$ cat src/rtl/svm_pkg.sv
// svm_pkg: shared constants and types for the SVM dot-product datapath.
//   DATA_WIDTH     IEEE-754 single operand width
//   VEC_LEN_MAX    max elements per vector (power of two)
//   NUM_SV         support-vector rows held in SV memory
//   IDX_WIDTH      element index width, LEN_WIDTH element count width
//   SV_ADDR_WIDTH  SV memory address width ({row, element})
package svm_pkg;

  localparam int DATA_WIDTH    = 32;
  localparam int VEC_LEN_MAX   = 64;
  localparam int NUM_SV        = 16;
  localparam int IDX_WIDTH     = $clog2(VEC_LEN_MAX);
  localparam int LEN_WIDTH     = IDX_WIDTH + 1;
  localparam int SV_IDX_WIDTH  = $clog2(NUM_SV);
  localparam int SV_ADDR_WIDTH = SV_IDX_WIDTH + IDX_WIDTH;

  localparam int EXP_LSB = 23;
  localparam int EXP_MSB = 30;

  typedef enum logic [1:0] {IDLE, FETCH, DRAIN, DONE} feeder_state_t;

  // Requested element count limited to what one row can hold.
  function automatic logic [LEN_WIDTH-1:0] clamp_len(input logic [LEN_WIDTH-1:0] n);
    return (n > LEN_WIDTH'(VEC_LEN_MAX)) ? LEN_WIDTH'(VEC_LEN_MAX) : n;
  endfunction

  // Zero or denormal: exponent field all zeros.
  function automatic logic exp_is_zero(input logic [DATA_WIDTH-1:0] d);
    return d[EXP_MSB:EXP_LSB] == '0;
  endfunction

endpackage

$ cat src/rtl/fp_mult_operand_feeder_if.sv
// fp_mult_operand_feeder_if: control, memory-read and fp_mult operand signals
// of the operand feeder.
//   master modport: the feeder (drives reads, operands, status)
//   slave  modport: the environment (controller, memories, fp_mult)
//   skip_cnt exists only when FP_ZERO_SKIP_EN is defined.
interface fp_mult_operand_feeder_if;
  import svm_pkg::*;

  logic                     start;
  logic                     abort;
  logic [SV_IDX_WIDTH-1:0]  sv_idx;
  logic [LEN_WIDTH-1:0]     vec_len;
  logic                     busy;
  logic                     done;
  logic                     sv_rd_en;
  logic [SV_ADDR_WIDTH-1:0] sv_rd_addr;
  logic [DATA_WIDTH-1:0]    sv_rd_data;
  logic                     x_rd_en;
  logic [IDX_WIDTH-1:0]     x_rd_addr;
  logic [DATA_WIDTH-1:0]    x_rd_data;
  logic [DATA_WIDTH-1:0]    data_1;
  logic [DATA_WIDTH-1:0]    data_2;
  logic                     mult_en;
  logic                     last_o;
`ifdef FP_ZERO_SKIP_EN
  logic [IDX_WIDTH:0]       skip_cnt;
`endif

  modport master (
    input  start, abort, sv_idx, vec_len, sv_rd_data, x_rd_data,
`ifdef FP_ZERO_SKIP_EN
    output skip_cnt,
`endif
    output busy, done, sv_rd_en, sv_rd_addr, x_rd_en, x_rd_addr,
    output data_1, data_2, mult_en, last_o
  );

  modport slave (
    output start, abort, sv_idx, vec_len, sv_rd_data, x_rd_data,
`ifdef FP_ZERO_SKIP_EN
    input  skip_cnt,
`endif
    input  busy, done, sv_rd_en, sv_rd_addr, x_rd_en, x_rd_addr,
    input  data_1, data_2, mult_en, last_o
  );

endinterface

$ cat src/rtl/fp_feed_addr_gen.sv
// fp_feed_addr_gen: element counter and read address generation.
//   clk, rst_n   clock, synchronous active-low reset
//   active       high while the feeder is in FETCH
//   sv_idx_q     latched SV row, len_q latched (clamped) element count
//   issue        a read is issued this cycle
//   issue_last   the read issued this cycle is element len_q-1
//   sv_rd_addr   {sv_idx_q, elem_idx}, x_rd_addr elem_idx
module fp_feed_addr_gen import svm_pkg::*; (
  input  logic                     clk,
  input  logic                     rst_n,
  input  logic                     active,
  input  logic [SV_IDX_WIDTH-1:0]  sv_idx_q,
  input  logic [LEN_WIDTH-1:0]     len_q,
  output logic                     issue,
  output logic                     issue_last,
  output logic [SV_ADDR_WIDTH-1:0] sv_rd_addr,
  output logic [IDX_WIDTH-1:0]     x_rd_addr
);

  logic [IDX_WIDTH-1:0] elem_idx;

  assign issue      = active;
  assign issue_last = active && ({1'b0, elem_idx} == len_q - LEN_WIDTH'(1));

  // The counter returns to 0 after the last issue, so it never wraps inside
  // a transfer even when len_q equals VEC_LEN_MAX.
  // NOTE: sequential state uses non-blocking (<=) so every flop samples
  // pre-edge values regardless of process evaluation order.
  always_ff @(posedge clk) begin
    if (!rst_n)                    elem_idx <= '0;
    else if (issue && !issue_last) elem_idx <= elem_idx + IDX_WIDTH'(1);
    else                           elem_idx <= '0;
  end

  // Row-major layout with a power-of-two row stride: concatenation, no adder.
  assign sv_rd_addr = {sv_idx_q, elem_idx};
  assign x_rd_addr  = elem_idx;

endmodule

$ cat src/rtl/fp_mult_operand_feeder.sv
// fp_mult_operand_feeder: reads one SV row and the X vector element by element
// and presents matched operand pairs to fp_mult with a one-cycle mult_en each.
//   clk, rst_n  clock, synchronous active-low reset
//   bus         fp_mult_operand_feeder_if.master: start/abort/sv_idx/vec_len
//               in; busy/done status; SV and X read ports; data_1/data_2/
//               mult_en/last_o to fp_mult.
// Optional: define FP_ZERO_SKIP_EN to suppress mult_en for elements with a
// zero/denormal operand (operands forced to 0) and count them in skip_cnt.
module fp_mult_operand_feeder import svm_pkg::*; (
  input  logic                      clk,
  input  logic                      rst_n,
  fp_mult_operand_feeder_if.master  bus
);

  feeder_state_t            state_q, state_d;
  logic [SV_IDX_WIDTH-1:0]  sv_idx_q;
  logic [LEN_WIDTH-1:0]     len_q;
  logic                     issue, issue_last;
  logic                     running, fetching, start_ok, kill;
  logic                     rd_vld_q, rd_last_q;
  logic                     skip;
  logic                     mult_en_q, last_q;
  logic [DATA_WIDTH-1:0]    data_1_q, data_2_q;

  assign running  = (state_q == FETCH) || (state_q == DRAIN);
  assign fetching = (state_q == FETCH);
  assign start_ok = (state_q == IDLE) && bus.start;
  assign kill     = running && bus.abort;

  always_ff @(posedge clk) begin
    if (!rst_n) state_q <= IDLE;
    else        state_q <= state_d;
  end

  // NOTE: state_d is assigned before the case so no path leaves it unassigned,
  // which would otherwise infer a latch.
  always_comb begin
    state_d = state_q;
    unique case (state_q)
      IDLE:  if (bus.start) state_d = (bus.vec_len == '0) ? DONE : FETCH;
      FETCH: if (bus.abort) state_d = IDLE;
             else if (issue_last) state_d = DRAIN;
      DRAIN: state_d = bus.abort ? IDLE : DONE;
      DONE:  state_d = IDLE;
      default: state_d = IDLE;
    endcase
  end

  always_ff @(posedge clk) begin
    if (!rst_n) begin
      sv_idx_q <= '0;
      len_q    <= '0;
    end else if (start_ok && (bus.vec_len != '0)) begin
      sv_idx_q <= bus.sv_idx;
      len_q    <= clamp_len(bus.vec_len);
    end
  end

  fp_feed_addr_gen u_addr_gen (
    .clk        (clk),
    .rst_n      (rst_n),
    .active     (fetching),
    .sv_idx_q   (sv_idx_q),
    .len_q      (len_q),
    .issue      (issue),
    .issue_last (issue_last),
    .sv_rd_addr (bus.sv_rd_addr),
    .x_rd_addr  (bus.x_rd_addr)
  );

  // Stage 1 tracks reads in flight (data returns next cycle); abort drops
  // them so nothing issued before the abort reaches fp_mult.
  always_ff @(posedge clk) begin
    if (!rst_n || kill) begin
      rd_vld_q  <= 1'b0;
      rd_last_q <= 1'b0;
    end else begin
      rd_vld_q  <= issue;
      rd_last_q <= issue_last;
    end
  end

`ifdef FP_ZERO_SKIP_EN
  logic [IDX_WIDTH:0] skip_cnt_q;

  assign skip = rd_vld_q && (exp_is_zero(bus.sv_rd_data) || exp_is_zero(bus.x_rd_data));

  always_ff @(posedge clk) begin
    if (!rst_n)             skip_cnt_q <= '0;
    else if (start_ok)      skip_cnt_q <= '0;
    else if (skip && !kill) skip_cnt_q <= skip_cnt_q + (IDX_WIDTH+1)'(1);
  end

  assign bus.skip_cnt = skip_cnt_q;
`else
  assign skip = 1'b0;
`endif

  // Stage 2: operand register. last_q follows the read pipeline alone so the
  // final element is marked even when its multiply is skipped.
  always_ff @(posedge clk) begin
    if (!rst_n) begin
      mult_en_q <= 1'b0;
      last_q    <= 1'b0;
      data_1_q  <= '0;
      data_2_q  <= '0;
    end else if (kill) begin
      mult_en_q <= 1'b0;
      last_q    <= 1'b0;
    end else begin
      mult_en_q <= rd_vld_q && !skip;
      last_q    <= rd_last_q;
      if (rd_vld_q) begin
        data_1_q <= skip ? '0 : bus.sv_rd_data;
        data_2_q <= skip ? '0 : bus.x_rd_data;
      end
    end
  end

  assign bus.busy     = running;
  assign bus.done     = (state_q == DONE);
  assign bus.sv_rd_en = issue;
  assign bus.x_rd_en  = issue;
  assign bus.data_1   = data_1_q;
  assign bus.data_2   = data_2_q;
  assign bus.mult_en  = mult_en_q;
  assign bus.last_o   = last_q;

endmodule

$ cat src/flat_wrapper.sv
// flat-port wrapper written by rule: the top's interface ports become plain ports
module fp_mult_operand_feeder_flat import svm_pkg::*;
  (clk, rst_n, bus_start, bus_abort, bus_sv_idx, bus_vec_len, bus_sv_rd_data, bus_x_rd_data, bus_busy, bus_done, bus_sv_rd_en, bus_sv_rd_addr, bus_x_rd_en, bus_x_rd_addr, bus_data_1, bus_data_2, bus_mult_en, bus_last_o);
  fp_mult_operand_feeder_if bus_i ();
  input  logic clk;
  input  logic rst_n;
  input wire logic [$bits(bus_i.start)-1:0] bus_start;
  input wire logic [$bits(bus_i.abort)-1:0] bus_abort;
  input wire logic [$bits(bus_i.sv_idx)-1:0] bus_sv_idx;
  input wire logic [$bits(bus_i.vec_len)-1:0] bus_vec_len;
  input wire logic [$bits(bus_i.sv_rd_data)-1:0] bus_sv_rd_data;
  input wire logic [$bits(bus_i.x_rd_data)-1:0] bus_x_rd_data;
  output wire logic [$bits(bus_i.busy)-1:0] bus_busy;
  output wire logic [$bits(bus_i.done)-1:0] bus_done;
  output wire logic [$bits(bus_i.sv_rd_en)-1:0] bus_sv_rd_en;
  output wire logic [$bits(bus_i.sv_rd_addr)-1:0] bus_sv_rd_addr;
  output wire logic [$bits(bus_i.x_rd_en)-1:0] bus_x_rd_en;
  output wire logic [$bits(bus_i.x_rd_addr)-1:0] bus_x_rd_addr;
  output wire logic [$bits(bus_i.data_1)-1:0] bus_data_1;
  output wire logic [$bits(bus_i.data_2)-1:0] bus_data_2;
  output wire logic [$bits(bus_i.mult_en)-1:0] bus_mult_en;
  output wire logic [$bits(bus_i.last_o)-1:0] bus_last_o;
  assign bus_i.start = bus_start;
  assign bus_i.abort = bus_abort;
  assign bus_i.sv_idx = bus_sv_idx;
  assign bus_i.vec_len = bus_vec_len;
  assign bus_i.sv_rd_data = bus_sv_rd_data;
  assign bus_i.x_rd_data = bus_x_rd_data;
  assign bus_busy = bus_i.busy;
  assign bus_done = bus_i.done;
  assign bus_sv_rd_en = bus_i.sv_rd_en;
  assign bus_sv_rd_addr = bus_i.sv_rd_addr;
  assign bus_x_rd_en = bus_i.x_rd_en;
  assign bus_x_rd_addr = bus_i.x_rd_addr;
  assign bus_data_1 = bus_i.data_1;
  assign bus_data_2 = bus_i.data_2;
  assign bus_mult_en = bus_i.mult_en;
  assign bus_last_o = bus_i.last_o;
  fp_mult_operand_feeder u_core (.clk(clk), .rst_n(rst_n), .bus(bus_i));
endmodule
$ cat config.mk
export PLATFORM = sky130hd
export DESIGN_NAME = fp_mult_operand_feeder_flat
export DESIGN_NICKNAME = d
export VERILOG_FILES = /design/src/rtl/svm_pkg.sv /design/src/rtl/fp_mult_operand_feeder_if.sv /design/src/rtl/fp_feed_addr_gen.sv /design/src/rtl/fp_mult_operand_feeder.sv /design/src/flat_wrapper.sv
export SDC_FILE = /design/constraint.sdc
export NUM_CORES = 1
export LEC_CHECK = 0
export CORE_UTILIZATION = 40
export CTS_CLUSTER_DIAMETER = 150
export CTS_CLUSTER_SIZE = 12
export DETAILED_ROUTE_END_ITERATION = 8
export DONT_BUFFER_PORTS = 1
export PLACE_DENSITY_LB_ADDON = 0.12
export SLEW_MARGIN = 20
export SYNTH_ARGS = -nofsm -noshare
export SYNTH_HDL_FRONTEND = slang
export SYNTH_SLANG_ARGS = --single-unit
$ cat constraint.sdc
create_clock -name clk -period 2.25 [get_ports clk]
set_input_delay 0.45 -clock clk [delete_from_list [all_inputs] [get_ports clk]]
set_output_delay 0.45 -clock clk [all_outputs]
set_load 0.01 [all_outputs]
### Word-level counts from Yosys, hierarchy flattened

Index checks and enable logic that the tools add are counted.

| storage, ports and cells | value |
|---|---|
| register bits after elaboration | 87 |
| latch bits | 0 |
| bits in writable memories | 0 |
| bits in read-only memories | 0 |
| output and inout bits | 86 |
| logic and storage cells | 44 |
| memories kept | 0 |

| operators by class | value |
|---|---|
| $add $sub $neg | 2 |
| multiply operators | 0 |
| divide/modulo/power cells | 0 |
| magnitude comparators | 1 |
| equal/unequal tests | 6 |
| shift operators | 0 |
| mux-type cells | 7 |
| bitwise gates (word level) | 2 |
| reductions and logical operators | 16 |

Operators with widths:

| kind | count |
|---|---|
| 2-to-1 mux 2 bit | 5 |
| case mux 2 bit (4 select lines) | 1 |
| == test 6 x 7 -> 1 bit | 1 |
| greater-than comparator 7 bit (second input constant) | 1 |
| zero test 7 bit | 1 |
| 2-to-1 mux 7 bit | 1 |
| nonzero test 7 bit | 1 |
| subtractor 7 x 1 -> 7 bit (second input constant) | 1 |
| adder 6 x 1 -> 6 bit (second input constant) | 1 |
| AND reduction 2 bit | 3 |
| logical AND 1 bit | 5 |
| == test 2 bit (second input constant) | 2 |
| != test 3 bit (second input constant) | 1 |
| == test 2 x 1 -> 1 bit (second input constant) | 1 |
| zero test 1 bit | 2 |
| zero test 2 bit | 1 |
| logical OR 1 bit | 2 |
| != test 2 bit (second input constant) | 1 |
| NOT 1 bit | 2 |
| OR reduction 2 bit | 1 |

### Depth between registers and ports, before layout

| depth | value |
|---|---|
| depth after elaboration | 6 |
| mapped depth | 9 |
| gate-level depth less buffers | 7 |

### By module

Synthesis repeated with hierarchy kept, for this count alone.

| second synthesis, totals | value |
|---|---|
| cell total of the unflattened synthesis | 414 |
| area, all modules | 3479.6 um^2 |

Modules (own cells, without submodules):

| module | instances | cells an instance | area an instance (um^2) | seq. area each (um^2) |
|---|---|---|---|---|
| fp_mult_operand_feeder | 1 | 352 | 2954.1 | 1621.6 |
| fp_feed_addr_gen | 1 | 62 | 525.5 | 120.1 |

### Least setup slack after synthesis

OpenSTA, ideal clock, no wires.

| path | value |
|---|---|
| path type | register to register |
| start | register u_core.len_q[1] |
| end | register u_core.state_q[0] |
| library setup time | 0.072 ns |
| arrival | 1.919 ns |
| data required time | 2.178 ns |
| path slack | 0.259 ns |
| stages on the path, launching flop included | 10 |
| period minus slack after synthesis | 1.991 ns |
| cells stage by stage | dfxtp_1 buf_2 inv_1 ha_1 clkbuf_2 o21bai_1 a2111oi_0 nor3_1 a221oi_2 mux2i_1 |

| between the ends | value |
|---|---|
| cells in the longest elaborated chain, start to end | 5 |

RTL lines:

| item | line | RTL |
|---|---|---|
| start, declared | fp_mult_operand_feeder.sv:17 | `logic [LEN_WIDTH-1:0] len_q;` |
| start signal, assigned | fp_mult_operand_feeder.sv:55 | `len_q <= clamp_len(bus.vec_len);` |
| subtractor 7 x 1 -> 7 bit | fp_feed_addr_gen.sv:23 | `assign issue_last = active && ({1'b0, elem_idx} == len_q - LEN_WIDTH'(1));` |
| == test 6 x 7 -> 1 bit | fp_feed_addr_gen.sv:23 |  |
| logical AND 1 bit | fp_feed_addr_gen.sv:23 |  |
| != test 3 bit (no source line) | -- |  |
| AND reduction 2 bit (no source line) | -- |  |
| end signal, assigned | fp_mult_operand_feeder.sv:32 | `else state_q <= state_d;` |
| end, declared | fp_mult_operand_feeder.sv:15 | `feeder_state_t state_q, state_d;` |

No other way between the ends.
A chain may end at the register's enable or synchronous reset.

### Final worst setup path

Same ends and word-level chain as after synthesis.

==> flow_metrics.env <==
export IMPL_worst_slew_margin_pct=56.2
export IMPL_grt_pass1_wl_mm=13.0
export IMPL_cp_data_required_time_ps=2530
export IMPL_port_buffers=0
export IMPL_cts_root_buffer_cell="sky130_fd_sc_hd__clkbuf_8"
export IMPL_async_flop_share_pct=0
export IMPL_cts_buffer_depth=2
export IMPL_final_fill_count=944
export IMPL_floorplan_initialDensity_pct=41.9
export IMPL_ff_latch_count_synth=87
export IMPL_synthDominantCellAreaShare_pct=47.0
export IMPL_top_count_cell_post_synth="sky130_fd_sc_hd__nand2_1"
export IMPL_groute_usage_overall_pct=17.0
export IMPL_cts_max_level=3
export IMPL_yosysSeqAreaShare_pct=47.0
export IMPL_critical_path_class="register to register"
export IMPL_overflow=0
export IMPL_via_per_inst=5.22
export IMPL_worstPathArrival_ps=2300
export IMPL_synthFlopType="sky130_fd_sc_hd__dfxtp_1"
export IMPL_numPlacedInstances=509
export IMPL_cts_inserted_buffers=9
export IMPL_placedInstanceArea_sq_um=3750
export IMPL_netlist_area_sq_um=3700
export IMPL_detail_route_first_pass_iterations=6
export IMPL_synth_edf_count=0
export IMPL_status="complete, but fails checks"
export IMPL_cp_cell_sequence="inv_1, ha_1, o21bai_1, a2111oi_1, nor3_1, a221oi_2, mux2i_1"
export IMPL_netlist_instances=429
export IMPL_power_density_cell_area_nw_per_um2=885
export IMPL_pin_count=165
export IMPL_final_period_utilization_pct=89.6
export IMPL_tritoncts="built"
export IMPL_final_layout_setup_total_negative_slack_ps=0
export IMPL_layout_area_overhead_vs_synth_pct=6.25
export IMPL_holdCritPathClass="input pin to register"
export IMPL_drt_initial_drc_count=91
export IMPL_finish_instance_area_sq_um=3940
export IMPL_grt_start_max_net_pins=82
export IMPL_clk_latency_ps=350
export IMPL_synth_fp_nets=515
export IMPL_leak_nw=1.33
export IMPL_finish_net_count=499
export IMPL_detailed_placement_hpwl_mm=5.58
export IMPL_maxCapViolCount=0
export IMPL_tritoncts_num_sinks=87
export IMPL_path_clk_slew_ps=90
export IMPL_coreArea_sq_um=8850
export IMPL_critPathBufInv=1
export IMPL_place_congestion=0.791
export IMPL_grt_setup_unrepaired="false"
export IMPL_final_hold_violation_count=0
export IMPL_synth_top_cell_by_area="sky130_fd_sc_hd__dfxtp_1"
export IMPL_x_dimension_of_the_die_um=98.2
export IMPL_final_setup_violation_count=0
export IMPL_pre_cts_ws_ps=127
export IMPL_worst_slew_pin_slew_ps=657
export IMPL_cp_max_fo=9
export IMPL_post_synth_most_frequent_cells="136 x sky130_fd_sc_hd__nand2_1, 87 x sky130_fd_sc_hd__dfxtp_1, 66 x sky130_fd_sc_hd__a21boi_0"
export IMPL_fin_hold_ws_ps=203
export IMPL_row_cnt=34
export IMPL_worst_slack_ps=234
export IMPL_violations="DRC"
export IMPL_drcViolationCount=15
export IMPL_die_height_um=98.2
export IMPL_drt_wl_total_mm=8.08
export IMPL_max_stage_delay_ps=450
export IMPL_final_max_slew_viol_count=0
export IMPL_floorplan_die_area_sq_um=9650
export IMPL_worstSetupStartpointType="register"
export IMPL_ctsHoldBuffers=0
export IMPL_fraction_of_layout_instances_using_a_drive_strength_above_1_pct=8.13
export IMPL_vias=2744
export IMPL_final_period_minus_worst_setup_slack_ps=2020
export IMPL_final_cells=526
export IMPL_insertedDiodeCount=0
export IMPL_timing_critical_path_max_delay_family="compound AO/OA/AOI/OAI gates"
export IMPL_grt_pass1_vias=2582
export IMPL_syn_avg_cell_area_sq_um=8.63
export IMPL_vdd_ir_drop_max_mv=0.334
export IMPL_ys_top_cells_by_area="sky130_fd_sc_hd__dfxtp_1 47%, sky130_fd_sc_hd__nand2_1 14%, sky130_fd_sc_hd__a21boi_0 13%"
export IMPL_max_freq_mhz=496
export IMPL_clock_skew_final_ps=7.52
export IMPL_endpoint_kind="register"
export IMPL_initial_antenna_violation_count=0
export IMPL_yosys_warnings=0
export IMPL_synth_cell_types=45
export IMPL_drt_wirelength_per_cell_um=15.4
export IMPL_postRouteAntennaNets=0
export IMPL_worst_path_max_delay_cell="sky130_fd_sc_hd__a2111oi_1"
[worst paths after layout]
kind,slack (ps),end,depth (start not counted),startpoint
max,230,u_core.state_q[0],7,u_core.len_q[1]
min,200,u_core.rd_vld_q,1,bus_abort
max reg2reg,230,u_core.state_q[0],7,u_core.len_q[1]
min reg2reg,480,u_core.bus.last_o,1,u_core.rd_last_q
[registers in the layout, indices dropped and copies added, names as in the netlist]
signal,cells
u_core.bus.data_1,32
u_core.state_q,2
u_core.bus.last_o,1
u_core.bus.mult_en,1
u_core.u_addr_gen.x_rd_addr,6
u_core.sv_idx_q,4
u_core.rd_last_q,1
u_core.len_q,7
u_core.bus.data_2,32
u_core.rd_vld_q,1
[placed cells by master (no fill, tap or decap), types with 2 or more instances in the layout]
cell | netlist | routed
sky130_fd_sc_hd__nand2_1 | 136 | 135
sky130_fd_sc_hd__dfxtp_1 | 87 | 86
sky130_fd_sc_hd__a21boi_0 | 66 | 66
sky130_fd_sc_hd__nor3_1 | 11 | 11
sky130_fd_sc_hd__nor2b_1 | 11 | 11
sky130_fd_sc_hd__mux2i_1 | 10 | 10
sky130_fd_sc_hd__clkbuf_8 | 0 | 9
sky130_fd_sc_hd__inv_1 | 8 | 8
sky130_fd_sc_hd__ha_1 | 7 | 7
sky130_fd_sc_hd__xnor2_1 | 6 | 6
sky130_fd_sc_hd__buf_4 | 7 | 6
sky130_fd_sc_hd__nand2b_1 | 4 | 4
sky130_fd_sc_hd__xor2_1 | 4 | 4
sky130_fd_sc_hd__nand3_1 | 4 | 4
sky130_fd_sc_hd__o21ai_0 | 3 | 3
sky130_fd_sc_hd__nand3b_1 | 3 | 3
sky130_fd_sc_hd__and3_1 | 3 | 3
sky130_fd_sc_hd__nor4_1 | 2 | 2
sky130_fd_sc_hd__nor2_1 | 2 | 2
sky130_fd_sc_hd__and2_1 | 3 | 2
sky130_fd_sc_hd__a21oi_1 | 2 | 2
sky130_fd_sc_hd__a211oi_1 | 2 | 2
sky130_fd_sc_hd__clkinvlp_4 | 0 | 2
sky130_fd_sc_hd__clkinv_4 | 0 | 2
sky130_fd_sc_hd__buf_12 | 0 | 2
[per-stage QoR]
stage	total power, mW	util (%)
global route	3.71	44.5
finish	3.48	44.5
CTS	3.56	44.4
global placement	2.54	42.4
floorplan	2.41	-
detailed placement	2.56	42.4
[repair_timing]
action / 4_1_cts / 5_1_grt
buffers inserted: 0 / 1
setup endpoints to repair: 0 / 8
resized for setup: 0 / 2
[routing by layer]
layer  GRT usage, %  up-vias  routed length (um)
met3           4.94       11                 683
met5              0        -                   0
met2           28.3       94                3890
met4           8.27        0                 139
li1               -     1371                   -
met1           20.0     1268                3370
[kinds of logic after synthesis]
| logic type | after synthesis | share of synthesized area, % |
|---|---|---|
| xor gates and xnor gates | 10 | 2.36 |
| buffers and inverters | 43 | 5.37 |
| DFF | 87 | 47.0 |
| AOI/OAI and AO/OA | 86 | 17.8 |
| adders and majority gates | 7 | 2.36 |
| muxes | 11 | 3.01 |
| and+or+nand+nor | 185 | 22.1 |
[where the power goes]
group	leakage (nW)	internal, mW	switching, mW
Combinational	0.545	0.258	0.380
Sequential	0.706	1.69	0.182
Clock	0.0829	0.407	0.563
[final cells by class]
cell class | instances | area (sq um) | area share, %
Clock inverter | 6 | 46.3 | 1.18
Sequential cell | 87 | 1740 | 44.3
Timing Repair Buffer | 8 | 85.1 | 2.16
Multi-Input combinational cell | 299 | 1770 | 44.9
Tap cell | 108 | 135 | 3.43
Clock buffer | 10 | 128 | 3.24
Inverter | 8 | 30.0 | 0.763
(Power assumes the default switching activity.)
